$ cat src/rtl/serial_subtractor.sv
// serial_subtractor: bit-serial full subtractor driven from push buttons.
//
// The operator enters A and B one bit pair at a time, LSB first, on KEY[0] and KEY[1].
// Each press of KEY[2] commits one pair through a single borrow flip-flop. After WIDTH
// steps the difference A-B and the final borrow stay on the LEDs until KEY[3] clears them.
//
// Parameters:
//   WIDTH            operand/difference width, 1..3
//   DEBOUNCE_CYCLES  stable cycles needed before a debounced key level changes
// Ports:
//   CLK    input      system clock (50 MHz)
//   RST_N  input      asynchronous active-low reset; release synchronized internally
//   KEY    input [3]  active-low keys: 0 = A bit, 1 = B bit, 2 = step, 3 = clear
//   LED    output [3] active-low: [WIDTH-1:0] = difference, [3] = borrow, others off
// Build option:
//   SERIAL_SUBTRACTOR_DEBOUNCE_EN  defined: per-key debounce counters are built;
//                                  undefined: debounced level = synchronizer output.

module serial_subtractor #(
  parameter int unsigned WIDTH           = 3,
  parameter int unsigned DEBOUNCE_CYCLES = 1000000
) (
  input  logic       CLK,
  input  logic       RST_N,
  input  logic [3:0] KEY,
  output logic [3:0] LED
);

  typedef enum logic {StCollect, StDone} state_e;

  localparam logic [1:0] LastCnt = 2'(WIDTH - 1);

  // Reset: assert asynchronously, release after two clock edges.
  logic rst_meta_q, rst_n;

  always_ff @(posedge CLK or negedge RST_N) begin
    if (!RST_N) begin
      rst_meta_q <= 1'b0;
      rst_n      <= 1'b0;
    end else begin
      rst_meta_q <= 1'b1;
      rst_n      <= rst_meta_q;
    end
  end

  // Key synchronizers; keys are active-low, so "released" is 1.
  logic [3:0] sync1_q, sync2_q, db_q;

  always_ff @(posedge CLK or negedge rst_n) begin
    if (!rst_n) begin
      sync1_q <= 4'b1111;
      sync2_q <= 4'b1111;
    end else begin
      sync1_q <= KEY;
      sync2_q <= sync1_q;
    end
  end

`ifdef SERIAL_SUBTRACTOR_DEBOUNCE_EN
  localparam int unsigned CntW = (DEBOUNCE_CYCLES > 1) ? $clog2(DEBOUNCE_CYCLES) : 1;
  localparam logic [CntW-1:0] CntLast = CntW'(DEBOUNCE_CYCLES - 1);

  logic [CntW-1:0] cnt_q [4];

  // The counter runs only while the synchronized level disagrees with the debounced one,
  // so any bounce back to the old level restarts the count.
  always_ff @(posedge CLK or negedge rst_n) begin
    if (!rst_n) begin
      db_q <= 4'b1111;
      for (int i = 0; i < 4; i++) cnt_q[i] <= '0;
    end else begin
      for (int i = 0; i < 4; i++) begin
        if (sync2_q[i] == db_q[i]) begin
          cnt_q[i] <= '0;
        end else if (cnt_q[i] == CntLast) begin
          cnt_q[i] <= '0;
          db_q[i]  <= sync2_q[i];
        end else begin
          cnt_q[i] <= cnt_q[i] + 1'b1;
        end
      end
    end
  end
`else
  logic unused_cfg;
  assign unused_cfg = ^DEBOUNCE_CYCLES;
  assign db_q       = sync2_q;
`endif

  // Active-high debounced levels.
  logic a, b, step_lvl, clr_lvl;
  assign a        = ~db_q[0];
  assign b        = ~db_q[1];
  assign step_lvl = ~db_q[2];
  assign clr_lvl  = ~db_q[3];

  // Registered press pulses; releases produce nothing.
  logic step_prev_q, clr_prev_q, step_p, clr_p;

  always_ff @(posedge CLK or negedge rst_n) begin
    if (!rst_n) begin
      step_prev_q <= 1'b0;
      clr_prev_q  <= 1'b0;
      step_p      <= 1'b0;
      clr_p       <= 1'b0;
    end else begin
      step_prev_q <= step_lvl;
      clr_prev_q  <= clr_lvl;
      step_p      <= step_lvl & ~step_prev_q;
      clr_p       <= clr_lvl & ~clr_prev_q;
    end
  end

  // Datapath.
  state_e           state_q;
  logic [WIDTH-1:0] diff_q, diff_shift;
  logic [1:0]       bit_cnt_q;
  logic             bor_q, d, bor_nxt;

  always_comb begin
    d       = a ^ b ^ bor_q;
    bor_nxt = (~a & b) | (~(a ^ b) & bor_q);
    // New bit enters at the MSB; after WIDTH steps the LSB sits at bit 0.
    diff_shift = '0;
    for (int i = 0; i < int'(WIDTH) - 1; i++) diff_shift[i] = diff_q[i+1];
    diff_shift[WIDTH-1] = d;
  end

  always_ff @(posedge CLK or negedge rst_n) begin
    if (!rst_n) begin
      state_q   <= StCollect;
      diff_q    <= '0;
      bor_q     <= 1'b0;
      bit_cnt_q <= 2'd0;
    end else if (clr_p) begin
      // Clear wins over a coincident step.
      state_q   <= StCollect;
      diff_q    <= '0;
      bor_q     <= 1'b0;
      bit_cnt_q <= 2'd0;
    end else if (step_p && state_q == StCollect && bit_cnt_q <= LastCnt) begin
      diff_q    <= diff_shift;
      bor_q     <= bor_nxt;
      bit_cnt_q <= bit_cnt_q + 2'd1;
      if (bit_cnt_q == LastCnt) state_q <= StDone;
    end
  end

  // LEDs straight from the registers; unused difference positions stay off.
  logic [2:0] led_low;

  always_comb begin
    led_low = 3'b111;
    for (int i = 0; i < int'(WIDTH); i++) led_low[i] = ~diff_q[i];
  end

  assign LED = {~bor_q, led_low};

endmodule

$ cat config.mk
export PLATFORM = sky130hd
export DESIGN_NAME = serial_subtractor
export DESIGN_NICKNAME = d
export VERILOG_FILES = /design/src/rtl/serial_subtractor.sv
export SDC_FILE = /design/constraint.sdc
export NUM_CORES = 1
export LEC_CHECK = 0
export ABC_CLOCK_PERIOD_IN_PS = 1400
export CORE_ASPECT_RATIO = 1.2
export CORE_UTILIZATION = 30
export DETAILED_ROUTE_END_ITERATION = 8
export SYNTH_ARGS = -nofsm -noshare
export SYNTH_HDL_FRONTEND = slang
export SYNTH_SLANG_ARGS = --single-unit
$ cat constraint.sdc
create_clock -name CLK -period 1.4 [get_ports CLK]
set_input_delay 0.21 -clock CLK [delete_from_list [all_inputs] [get_ports CLK]]
set_output_delay 0.21 -clock CLK [all_outputs]
set_load 0.005 [all_outputs]
== Word-level counts from Yosys, hierarchy flattened ==
Cells that the tools add are included.

* Flip-flop bits (word level): 21
* Latch bits: 0
* Memory bits (writable): 0
* Bits in read-only memories: 0
* Bits of input ports: 6
* Output and inout bits: 4
* Memories kept: 0

* Add/subtract/negate cells: 1
* Multipliers: 0
* Div/mod/pow operators: 0
* Order comparisons: 1
* Equal/unequal tests: 1
* Shifts and indexed selects: 0
* Multiplexer cells: 9
* Bitwise operators: 19
* Reduce and logical (&&, ||, !) cells: 5

{| class="wikitable"
|+ Operators with widths
! kind !! count
|-
| $not 1->1 || 12
|-
| $mux 3 || 2
|-
| $mux 1 || 5
|-
| $and 1x1->1 || 4
|-
| $mux 2 || 2
|-
| $reduce_bool 2->1 || 2
|-
| $add 2x1->2 const B || 1
|-
| $eq 2x2->1 const B || 1
|-
| $le 2x2->1 const B || 1
|-
| $logic_and 1x1->1 || 2
|-
| $reduce_and 2->1 || 1
|-
| $xor 1x1->1 || 2
|-
| $or 1x1->1 || 1
|}

== Depth between registers and ports, before layout ==
* Word-level depth: 7
* Gate-level depth with buffers: 4
* Mapped depth without buffers: 4

== Worst setup path before layout ==
No wires, ideal clock.

* Path type: register -> register
* Start: reg sync2_q[1], in the netlist db_q[1]
* End: reg diff_q[2]
* Library setup time: 0.079 ns
* Data arrival time: 1.337 ns
* Slack: -0.016 ns
* Cell stages (with the launch flop): 5
* Path buffers: 0
* Cells stage by stage: dfstp_2 > inv_1 > fa_1 > or2_2 > mux2i_1

* Word-level cells in the longest chain between the ends: 5

{| class="wikitable"
|+ RTL lines
! what !! RTL line !! RTL
|-
| start: declaration || 47 || <nowiki>logic [3:0] sync1_q, sync2_q, db_q;</nowiki>
|-
| start signal: assignment || 55 || <nowiki>sync2_q <= sync1_q;</nowiki>
|-
| $not 1->1 || 93 || <nowiki>assign b = ~db_q[1];</nowiki>
|-
| $xor 1x1->1 (2 in a row) || 121 || <nowiki>d = a ^ b ^ bor_q;</nowiki>
|-
| $mux 3 || 141 || <nowiki>end else if (step_p && state_q == StCollect && bit_cnt_q <= LastCnt) begin</nowiki>
|-
| $mux 3 || 135 || <nowiki>end else if (clr_p) begin</nowiki>
|-
| end signal: assignment || 142 || <nowiki>diff_q <= diff_shift;</nowiki>
|-
| end: declaration || 116 || <nowiki>logic [WIDTH-1:0] diff_q, diff_shift;</nowiki>
|}

No other way between the ends. The select of a mux whose other input is x is not followed.
A chain may end at the register's enable or synchronous reset.

== Worst setup path in the final report ==
Same ends and word-level chain as after synthesis.

==> key figures <==
Global routing
  • Pin count of the biggest net entering global routing: 12
  • Met3 Usage GRT: 0.0157
  • GRT met2 Usage: 0.149
  • Vias in the first global route: 463
  • GRT Max-Usage Layer: met2
  • First-pass GRT wire length: 1.85 mm
  • GRT met1 Usage: 0.0998
  • Antenna violations before repair: 0
  • Total gr overflow: 0
  • Gr usage total: 0.0860

Worst setup path
  • Buf/Inv on CP: 1
  • CP max stage cell: dfstp_2
  • Reg2reg setup slack: -0.02 ns
  • Kind of end point of the critical path: flip-flop
  • CP max FO: 1
  • CP Cell Sequence: inv_2, fa_1, or2_4, mux2i_1
  • Path depth of the worst reg2reg path: 4
  • Critical path startpoint category: flip-flop
  • Critical path class: flip-flop to flip-flop
  • Crit-path max cell delay: approximately 0.54 ns
  • CP delay by family, top: flip-flops
  • Critical Path AT: about 1.6 ns
  • CP Depth: 4
  • WP data required: 1.62 ns

Die
  • Die area: 2840 um^2
  • # IOs: 10
  • Total core area: 2500 um^2
  • Starting Density: 0.315
  • Die X: 48.8 um
  • DIE HEIGHT: ~58 um
  • Row count: 20

Synth
  • Post-Synthesis Cells: 56
  • Synthesis-stage register bit count: 21
  • Synth top area cells: dfrtp_1 (41%), dfstp_2 (27%), mux2i_1 (5.1%)
  • Post-synth design cell area: 788 um^2
  • Yosys top cell area share: 0.413
  • Ys Warns: 0
  • Post-synth top area cell: dfrtp_1
  • Count of cell types in the netlist: 16
  • Sequential-to-total area share from yosys stat: 0.679
  • Mean Syn Cell Area: around 14 um^2
  • Synthesized net count: 65

Run status
  • Outcome: finished with violations
  • Failing checks: negative setup slack

Drt
  • Initial drt markers: 1
  • Vias per cell: 3.93
  • Detailed Routing Iterations Pass 1: 2
  • Via count: 428
  • Wirelength per Cell: 8.95 um
  • DRT antenna net count: 0
  • Drt drc: 0
  • Total Wirelength: 976 um

STA
  • Setup ws final: -0.0180 ns
  • Final period utilization: 1.01
  • Final setup viols: 1
  • Minimum clock period: 1.42 ns
  • Peak Freq: about 0.71 GHz
  • Max Slew Vio Count: 0
  • Worst clock skew: between 0.002 and 0.003 ns
  • Fin. Hold Viols: 0
  • Total negative slack: -0.0180 ns
  • Fin Hold WS: 0.0609 ns
  • RSZ-0062 raised after global routing: true

CTS
  • Clock insertion delay at the later pin of the skew report: 0.29 ns
  • CTS hold repair buffers: 0
  • CTS Root Cell: clkbuf_4
  • # H-tree levels: 1
  • CTS Sinks: 21
  • CTS tree: yes
  • CTS Buf Count: 3
  • Clock buffer depth: 2
  • Clk slew on worst S/H paths: roughly 0.11 ns

Finish
  • Syn-to-layout area delta: 27.6%
  • Diodes inserted: 0
  • Layout cell share with drive strength beyond 1: 0.329
  • Nets@finish: 86
  • Fillcell total: 260

Job
  • Max cap viols: 0

Pwr
  • Final Total Pwr: about 1.3 mW
  • Leakage power: between 0.4 and 0.5 nW
  • Peak VDD IR: 0.603 mV
  • Pwr per Cell Area: 1340 nW/um^2

Place
  • Dpl hpwl: 700 um
  • Placer Congestion: 0.689
  • Place WS: -0.00394 ns
  • Port bufs: 9

Worst hold path
  • Hold Crit Class: input port to async pin
[cells by family after synthesis]
kind of cell    after synthesis  share of synthesized area
other cells                   1                    0.00476
mux                           6                     0.0889
buf+inv                      10                     0.0476
fa+ha+maj                     3                     0.0571
compound gates                1                    0.00634
simple gates                 14                      0.116
flops                        21                      0.679
[placed cells by master, fill, tap and decap left out]
master           netlist  final
dfrtp_1               13     13
inv_1                  9      8
dfstp_2                8      8
buf_4                  0      7
nand2b_1               5      5
clkdlybuf4s50_1        0      5
nor2_1                 4      4
mux2i_1                4      4
dlygate4sd2_1          0      4
clkbuf_4               0      3
nor2b_1                2      2
mux2_4                 2      2
inv_2                  0      1
nor3b_4                1      1
nand3b_1               1      1
a21oi_1                1      1
or2_4                  0      1
fa_1                   1      1
ha_1                   2      1
ha_2                   0      1
clkbuf_1               1      1
buf_6                  0      1
conb_1                 1      1
[cell type report]
class                   instances  area (um^2)  area share
clock buffers                   4         26.3      0.0261
inverters                       9         33.8      0.0336
multi-input cells              25          220       0.219
flip-flops and latches         21          536       0.532
well taps                      33         41.3      0.0410
repair buffers                 17          149       0.148
[through the flow]
| step | utilization | cell area, um^2 | instances |
|---|---|---|---|
| 2_1_floorplan | - | 793 | 56 |
| 5_1_grt | 0.402 | 1010 | 109 |
| 4_1_cts | 0.395 | 987 | 107 |
| 6_report | 0.402 | 1010 | 109 |
| 3_5_place_dp | 0.377 | 943 | 100 |
| 3_3_place_gp | 0.377 | 943 | 100 |
[where the power goes]
part	leakage [nW]	switching (mW)	internal, mW
clock network	0.0150	0.165	0.111
logic	0.188	0.120	0.212
registers	0.250	0.0495	0.689
total	0.453	0.334	1.01
[registers in the layout (all words and copies together), names as in the netlist, 2 cells and up]
signal,flops
diff_q,3
bit_cnt_q,2
sync1_q,4
db_q,4
[worst paths after layout]
path / from / to
min reg2reg: rst_n$_DFF_PN0_ / diff_q[0]$_DFFE_PN0P_
max reg2reg: db_q[1]$_DFF_PN1_ / diff_q[2]$_DFFE_PN0P_
min in group CLK: KEY[1] / sync1_q[1]$_DFF_PN1_
max: db_q[1]$_DFF_PN1_ / diff_q[2]$_DFFE_PN0P_
max in group asynchronous: rst_n$_DFF_PN0_ / db_q[2]$_DFF_PN1_
min: RST_N / rst_meta_q$_DFF_PN0_
[synth_stat cells]
library cell / count
conb_1: 1
or2_2: 1
ha_1: 2
nand2b_1: 5
a21oi_1: 1
nor2b_1: 2
mux2i_1: 4
dfrtp_1: 13
inv_1: 9
mux2_4: 2
nand3b_1: 1
nor2_1: 4
clkbuf_1: 1
fa_1: 1
dfstp_2: 8
nor3b_4: 1
[worst reg2reg max path: cells and delay by family (launching register included)]
kind,cells,cell delay [ns]
buf+inv,1,0.03
fa+ha+maj,1,0.43
mux,1,0.12
flops,1,0.54
simple gates,1,0.23
[what timing repair did]
item | 4_1_cts | 5_1_grt
setup endpoints to repair | 5 | 4
setup buffers | 3 | 2
pin swaps | 1 | 1
gates resized for setup | 5 | 1
[per-layer routing]
layer | part of all wire | up-vias
li1 | - | 206
met1 | 0.45 | 213
met2 | 0.51 | 9
met3 | 0.040 | 0
met4 | 0 | 0
met5 | 0 | -
Power figures use the tool's default switching activity.
